## src/rtl/adc_scan_controller.sv

```systemverilog
// Purpose: multi-channel ADC scan sequencer. It walks the latched enable mask in ascending order and stores one result per channel.
// Latency: a request sampled in cycle N gives adc_start in N+1. Each channel takes START + WAIT (done or timeout) + NEXT.
// Backpressure: none. scan_go while busy is dropped. New results overwrite unread ones. Reads are combinational.
// Ports: clk/rst (sync, active-high); en_mask/scan_go/continuous start scans;
//        adc_start/adc_ch_sel/adc_done/adc_data talk to the converter;
//        rd_ch/rd_ack/rd_data/rd_valid form the host read port;
//        busy/scan_done/timeout_err/err_clr report status.
module adc_scan_controller #(
    parameter int NUM_CH  = 4,
    parameter int CH_W    = 2,
    parameter int DATA_W  = 8,
    parameter int TIMEOUT = 300
) (
    input  logic              clk,
    input  logic              rst,
    input  logic [NUM_CH-1:0] en_mask,
    input  logic              scan_go,
    input  logic              continuous,
    output logic              adc_start,
    output logic [CH_W-1:0]   adc_ch_sel,
    input  logic              adc_done,
    input  logic [DATA_W-1:0] adc_data,
    input  logic [CH_W-1:0]   rd_ch,
    input  logic              rd_ack,
    output logic [DATA_W-1:0] rd_data,
    output logic              rd_valid,
    output logic              busy,
    output logic              scan_done,
    output logic              timeout_err,
    input  logic              err_clr
);

    localparam int TMR_W = $clog2(TIMEOUT);
    // Storage is sized to the full index space so rd_ch can never address
    // past the array. Slots at or above NUM_CH are never written and read as 0.
    localparam int NSLOT = 1 << CH_W;

    typedef enum logic [1:0] {IDLE, START, WAIT, NEXT} state_t;

    state_t            state_q, state_d;
    logic [CH_W-1:0]   cur_ch_q, cur_ch_d;
    logic [NUM_CH-1:0] mask_q, mask_d;
    logic [TMR_W-1:0]  timer_q, timer_d;
    logic [DATA_W-1:0] result_q [NSLOT];
    logic [DATA_W-1:0] result_d [NSLOT];
    logic [NSLOT-1:0]  fresh_q, fresh_d;
    logic              err_q, err_d;

    logic [CH_W-1:0]   first_ch;
    logic [CH_W-1:0]   next_ch;
    logic              next_found;

    // Priority encoders. Scanning downward makes the last hit the lowest bit.
    always_comb begin
        first_ch   = '0;
        next_ch    = '0;
        next_found = 1'b0;
        for (int i = NUM_CH - 1; i >= 0; i--) begin
            if (en_mask[i]) begin
                first_ch = CH_W'(i);
            end
            if (mask_q[i] && (i > int'(cur_ch_q))) begin
                next_ch    = CH_W'(i);
                next_found = 1'b1;
            end
        end
    end

    always_comb begin
        state_d   = state_q;
        cur_ch_d  = cur_ch_q;
        mask_d    = mask_q;
        timer_d   = timer_q;
        result_d  = result_q;
        fresh_d   = fresh_q;
        err_d     = err_q;
        adc_start = 1'b0;
        scan_done = 1'b0;

        // Clears are applied first so a same-cycle store or timeout overrides them.
        if (err_clr) begin
            err_d = 1'b0;
        end
        if (rd_ack) begin
            fresh_d[rd_ch] = 1'b0;
        end

        case (state_q)
            IDLE: begin
                if ((scan_go || continuous) && (en_mask != '0)) begin
                    mask_d   = en_mask;
                    cur_ch_d = first_ch;
                    state_d  = START;
                end
            end
            START: begin
                adc_start = 1'b1;
                timer_d   = '0;
                state_d   = WAIT;
            end
            WAIT: begin
                // adc_done takes priority over a timeout in the same cycle.
                if (adc_done) begin
                    result_d[cur_ch_q] = adc_data;
                    fresh_d[cur_ch_q]  = 1'b1;
                    state_d            = NEXT;
                end else if (timer_q == TMR_W'(TIMEOUT - 1)) begin
                    err_d   = 1'b1;
                    state_d = NEXT;
                end else begin
                    timer_d = timer_q + TMR_W'(1);
                end
            end
            NEXT: begin
                if (next_found) begin
                    cur_ch_d = next_ch;
                    state_d  = START;
                end else begin
                    scan_done = 1'b1;
                    state_d   = IDLE;
                end
            end
            default: state_d = IDLE;
        endcase
    end

    always_ff @(posedge clk) begin
        if (rst) begin
            state_q  <= IDLE;
            cur_ch_q <= '0;
            mask_q   <= '0;
            timer_q  <= '0;
            fresh_q  <= '0;
            err_q    <= 1'b0;
            for (int i = 0; i < NSLOT; i++) begin
                result_q[i] <= '0;
            end
        end else begin
            state_q  <= state_d;
            cur_ch_q <= cur_ch_d;
            mask_q   <= mask_d;
            timer_q  <= timer_d;
            fresh_q  <= fresh_d;
            err_q    <= err_d;
            result_q <= result_d;
        end
    end

    assign adc_ch_sel  = cur_ch_q;
    assign busy        = (state_q != IDLE);
    assign timeout_err = err_q;
    assign rd_data     = result_q[rd_ch];
    assign rd_valid    = fresh_q[rd_ch];

endmodule

```

## config.mk

```make
export PLATFORM = sky130hd
export DESIGN_NAME = adc_scan_controller
export DESIGN_NICKNAME = d
export VERILOG_FILES = /design/src/rtl/adc_scan_controller.sv
export SDC_FILE = /design/constraint.sdc
export NUM_CORES = 1
export LEC_CHECK = 0
export CORE_MARGIN = 2
export CORE_UTILIZATION = 54
export CTS_CLUSTER_SIZE = 40
export DETAILED_ROUTE_END_ITERATION = 8
export GPL_TIMING_DRIVEN = 0
export PLACE_DENSITY = 0.9
export SETUP_SLACK_MARGIN = 0.3
export SLEW_MARGIN = 20
export SYNTH_ARGS = -nofsm -noshare
export SYNTH_HDL_FRONTEND = slang
export SYNTH_SLANG_ARGS = --single-unit
export TNS_END_PERCENT = 10
```

## constraint.sdc

```tcl
create_clock -name clk -period 2.2 [get_ports clk]
set_input_delay 0.55 -clock clk [delete_from_list [all_inputs] [get_ports clk]]
set_output_delay 0.55 -clock clk [all_outputs]
set_load 0.05 [all_outputs]
```

# Word level (Yosys, flattened, before mapping)
# Cells that the tools add are included.
# classes
add_sub_neg,1
order_cmp,10
eq_ne,9
muxes,43
bitwise_logic,5
n_reduce_logical,18
# op_table
operator,n
$bwmux W32,1
$mux W2,12
$mux W8,3
$mux W9,2
$pmux W9 S2,1
$bmux W8 S2,1
$demux W8 S2,1
$mux W1,14
$mux W4,3
$add A9 B1 Y9 const B,1
$eq A9 B9 Y1 const B,1
$ne A2 B2 Y1 const B,4
$pmux W2 S4,1
$logic_and A1 B1 Y1,7
$ge A3 B3 Y1 const B,2
$lt A2 B3 Y1 const B,2
$not A2 Y3,2
$reduce_and A2 Y1,3
$reduce_and A3 Y1,2
$reduce_bool A2 Y1,3
$and A4 B4 Y4,1
$demux W1 S2,2
$eq A2 B2 Y1 const B,2
$ge A2 B1 Y1 const B,2
other kinds (12),13
# totals
regBits,54
out_inout_bits,15
wordCells,96

# Depth between registers and ports, before layout
# logic_depth
ltp_word,10
ltp_mapped,8
mapped_depth_nobuf,7

# Worst setup path after synthesis
# Ideal clock, no wire load.
# synth_path
path_type,flip-flop to output port
from,register cur_ch_q[0] (netlist: adc_ch_sel[0])
to,output scan_done
arrival_ns,1.579
required_time_ns,1.650
slack_ns,0.071
stages_incl_launch_ff,5
path_buffers,1
path_cell_list,dfxtp_1 buf_2 nand2_1 nand2_1 and3_1
# synth_via
elab_chain_cells,7
# synth_rtl
item,line,source
start: declaration,41,"logic [CH_W-1:0] cur_ch_q, cur_ch_d;"
start signal: assignment,140,cur_ch_q <= cur_ch_d;
$gt A2 B2 Y1,62,if (mask_q[i] && (i > int'(cur_ch_q))) begin
$logic_and A1 B1 Y1,62,
$mux W1 (2 in a row),62,
$mux W1 (*),62,
$mux W1 (*),115,if (next_found) begin
$mux W1 (*),88,case (state_q)
end: declaration,28,"output logic scan_done,"
# Mark *: on every way between the ends. The rest lies on a longest branch, timed or not.

# Worst setup path in the final report
# layout_path
from,input rd_ch[0]
to,output rd_valid
# layout_via
elab_chain_cells,2
# layout_rtl
item,line,source
start: declaration,23,"input logic [CH_W-1:0] rd_ch,"
$bmux W1 S2,153,assign rd_valid = fresh_q[rd_ch];
$mux W1 (implied by the code),153,
end: declaration,26,"output logic rd_valid,"
# No other way between the ends. The select of a mux whose other input is x is not followed.

==> summary.md <==
| Metric | Value |
|---|---|
| Diode count | `0` |
| Final hold vios | `0` |
| Yosys top cell area share | `42.96%` |
| Worst reg-to-reg setup slack | `0.28 ns` |
| Switch share | `35.21%` |
| Worst path required time | `1.65 ns` |
| Worst-Margin Slew | `0.6760 ns` |
| Relative slew slack | `54.77%` |
| H-tree depth | `2` |
| GPL Wtd Cong | `0.7957` |
| FMAX | `490.7 MHz` |
| Mapped Nets | `316` |
| Synth area leaders | `dfxtp_1 (43%), nand2_1 (12%), a21oi_1 (9.9%)` |
| Cell Int Power | `1553 uW` |
| Hold Path Sink | `result_q[4]` |
| Net Sw Power | `844.1 uW` |
| Combinational share of power | `31.8%` |
| Tmin final | `2.038 ns` |
| Sequential-to-total area share from yosys stat | `42.96%` |
| Vias in the first global route | `2226` |
| Die Y | `71.63 um` |
| Slew Limit Fails | `0` |
| Die W | `71.63 um` |
| Die Footprint | `5131 um2` |
| Worst Skew | `0.01105 ns` |
| Starting density of the core | `56.34%` |
| Reg-to-Reg End | `result_q[3]` |
| WL final | `6296 um` |
| Pre-Repair DR Iteration Count | `4` |
| Dpl cell area | `2890 um2` |
| Post-Syn Area | `2470 um2` |
| First-pass GRT wire length | `9949 um` |
| Largest net degree at the start of global routing | `17` |
| Area Growth Syn to Fin | `26.55%` |
| Nets@finish | `365` |
| FF-to-FF Start | `state_q[0]` |
| Clk sink count | `53` |
| IO Count | `36` |
| Setup violations, final | `0` |
| Synth area leader | `dfxtp_1` |
| Port Buffers | `35` |
| Setup Total Neg Slack | `0 ns` |
| CTS Hold Buffers Added | `0` |
| Crit start category | `primary input` |
| Routed Antenna Nets | `0` |
| Status | `finished, final reports clean` |
| Critical Setup Path Class | `primary input to primary output` |
| Clock transition at path regs | `0.10 ns` |
| Clock share of power | `23.2%` |
| Fraction of layout cells with a size suffix above 1 | `17.35%` |
| #FFs+latches synth | `53` |
| CTS tree | `built` |
| DR DRC count | `0` |
| Routed vias | `2316` |
| Core footprint | `4384 um2` |
| Worst reg-to-reg path cell count | `6` |
| Dpl hpwl | `4136 um` |
| Worst min path class | `flop to flop` |
| Initial antenna violation count | `0` |
| Pwr dens | `767.1 nW/um2` |
| RSZ-0062 raised after global routing | `yes` |
| CTS Root Cell | `clkbuf_8` |
| Sequential power share | `45.0%` |
| Initial DRC count | `197` |
| Synth Area in Compound Gates | `17.48%` |
| Vias per cell | `5.908` |
| Layout fillers | `315` |
| Post-Synth Simple-Gate Area | `22.85%` |
| Yosys warns | `0` |
| Hold path startpoint | `result_q[4]` |
| FP Rows | `24` |
| Period utilization | `92.63%` |
| CP endpoint kind | `primary output` |
| Finished Core Util | `71.29%` |
| Peak fanout along the critical path | `5` |
| Cells after Synth | `290` |
| Max Cap Violations | `0` |
| Fin area | `3126 um2` |
| CTS buffer count | `5` |
| Post-DR wirelength/cell | `16.06 um` |
| Latest clock arrival within the worst-skew pair | `0.31 ns` |
| Largest family of logic cells by synthesized area | `simple AND/OR/NAND/NOR gates` |
| Global route overflow | `0` |
| Post-synthesis mux area share | `9.422%` |
| Leak pwr | `0.001109 uW` |
| Crit path DAT | `1.49 ns` |
| Hold slack | `0.4599 ns` |
| Tot GR Track Use | `24.80%` |
| Adder-Cell Fraction of Synth Area | `2.533%` |
| Hold Path Stages | `2` |
| Synth unique cells | `37` |
| XOR/XNOR Fraction of Synth Area | `1.773%` |
| Max Buffers Root-to-Sink | `2` |
| Syn Area/Cell | `8.517 um2` |
| Max IR drop VDD | `0.0006342 V` |
metrics by stage:
step / setup WS [ns] / cells / total power, uW
after CTS: 0.08560 / 388 / 2303
after global placement: -0.9681 / 377 / 1737
after global routing: 0.1078 / 392 / 2496
after floorplan: 0.2511 / 290 / 1555
final: 0.1622 / 392 / 2397
after detailed placement: -1.013 / 377 / 1761
power groups by stage:
stage	logic (uW)	registers, uW	clock network (uW)
floorplan	456	1100	0
global placement	654	1080	0
detailed placement	674	1090	0
CTS	678	1060	560
global route	821	1090	589
finish	762	1080	556
synthesized netlist by cell type:
cell / instances
mux4_2: 9
o21bai_1: 1
o2111ai_2: 1
nand3_1: 3
nor4_1: 2
and2b_1: 1
o21a_1: 1
and2_1: 1
a21oi_1: 49
nor3_1: 3
clkbuf_1: 10
dfxtp_1: 53
nand2b_1: 6
nand4bb_4: 1
nor2b_1: 4
ha_1: 5
o21ai_0: 7
mux2i_1: 3
a311o_1: 2
inv_1: 7
a311oi_1: 1
or3_1: 3
xor2_1: 3
nand4_1: 3
buf_2: 2
o21ai_1: 3
o41ai_2: 1
o41a_4: 1
xnor2_1: 2
nand2_1: 76
nor3b_2: 1
nand4b_1: 1
nor2_1: 18
o2111ai_1: 2
a21o_1: 2
o211ai_1: 1
and3_1: 1
worst max-delay path, stage by stage:
cell and delay [ns]:
buf_8 0.09, buf_4 0.15, mux4_2 0.50, buf_4 0.20
registers in the layout, summed over array words and instances, names as in the netlist:
register	flops
fresh_q	4
timeout_err	1
state_q	2
timer_q	9
mask_q	3
adc_ch_sel	2
result_q	32
layer usage:
layer / vias to the layer above / track usage [%] / wire [um]
li1: 1110 / - / -
met1: 1114 / 30.00 / 2514
met2: 76 / 41.56 / 3221
met3: 16 / 5.626 / 407
met4: 0 / 12.37 / 153
met5: - / 0 / 0
what timing repair did:
| item | CTS | global route |
|---|---|---|
| setup endpoints to repair | 26 | 55 |
| gates resized for setup | 84 | 33 |
| gates cloned | 2 | 0 |
| pin swaps | 0 | 2 |
| buffers inserted | 1 | 4 |
| endpoints found under the hold margin | 0 | 0 |
worst max-delay path by stage:
stage / startpoint / to / slack (ns) / depth (start not counted)
6_report: rd_ch[0] / rd_valid / 0.16 / 4
5_1_grt: en_mask[3] / adc_ch_sel[1] / 0.11 / 6
4_1_cts: state_q[0] / busy / 0.09 / 4
3_5_place_dp: rd_ch[1] / rd_data[6] / -1.01 / 4
3_3_place_gp: rd_ch[1] / rd_data[0] / -0.97 / 4
2_1_floorplan: rd_ch[0] / rd_data[0] / 0.25 / 2
cells by family after synthesis:
group	after synthesis
buffers and inverters	19
adders and majority gates	5
xor gates and xnor gates	5
and+or+nand+nor	124
muxes	12
DFF	53
AOI/OAI and AO/OA	72
cells in the final DEF (no fill, tap or decap), drive strengths merged, types with 8 or more instances in the layout:
master | Yosys | layout
a21oi | 49 | 49
inv | 7 | 8
buf | 2 | 20
nor2 | 18 | 18
o21ai | 10 | 10
dfxtp | 53 | 53
nand2 | 76 | 76
clkbuf | 10 | 17
clkdlybuf4s50 | 0 | 20
mux4 | 9 | 9
layout make-up:
type                            count  area (um2)  area share (%)
Multi-Input combinational cell    218        1380           44.16
Buffer                             12       85.08           2.722
Inverter                            7       26.28          0.8407
Sequential cell                    53        1069           34.19
Clock buffer                        6       72.57           2.322
Timing Repair Buffer               42       414.1           13.25
Clock inverter                      2       13.76          0.4404
Tap cell                           52       65.06           2.082
No activity file was read; power rests on OpenSTA's default activity.
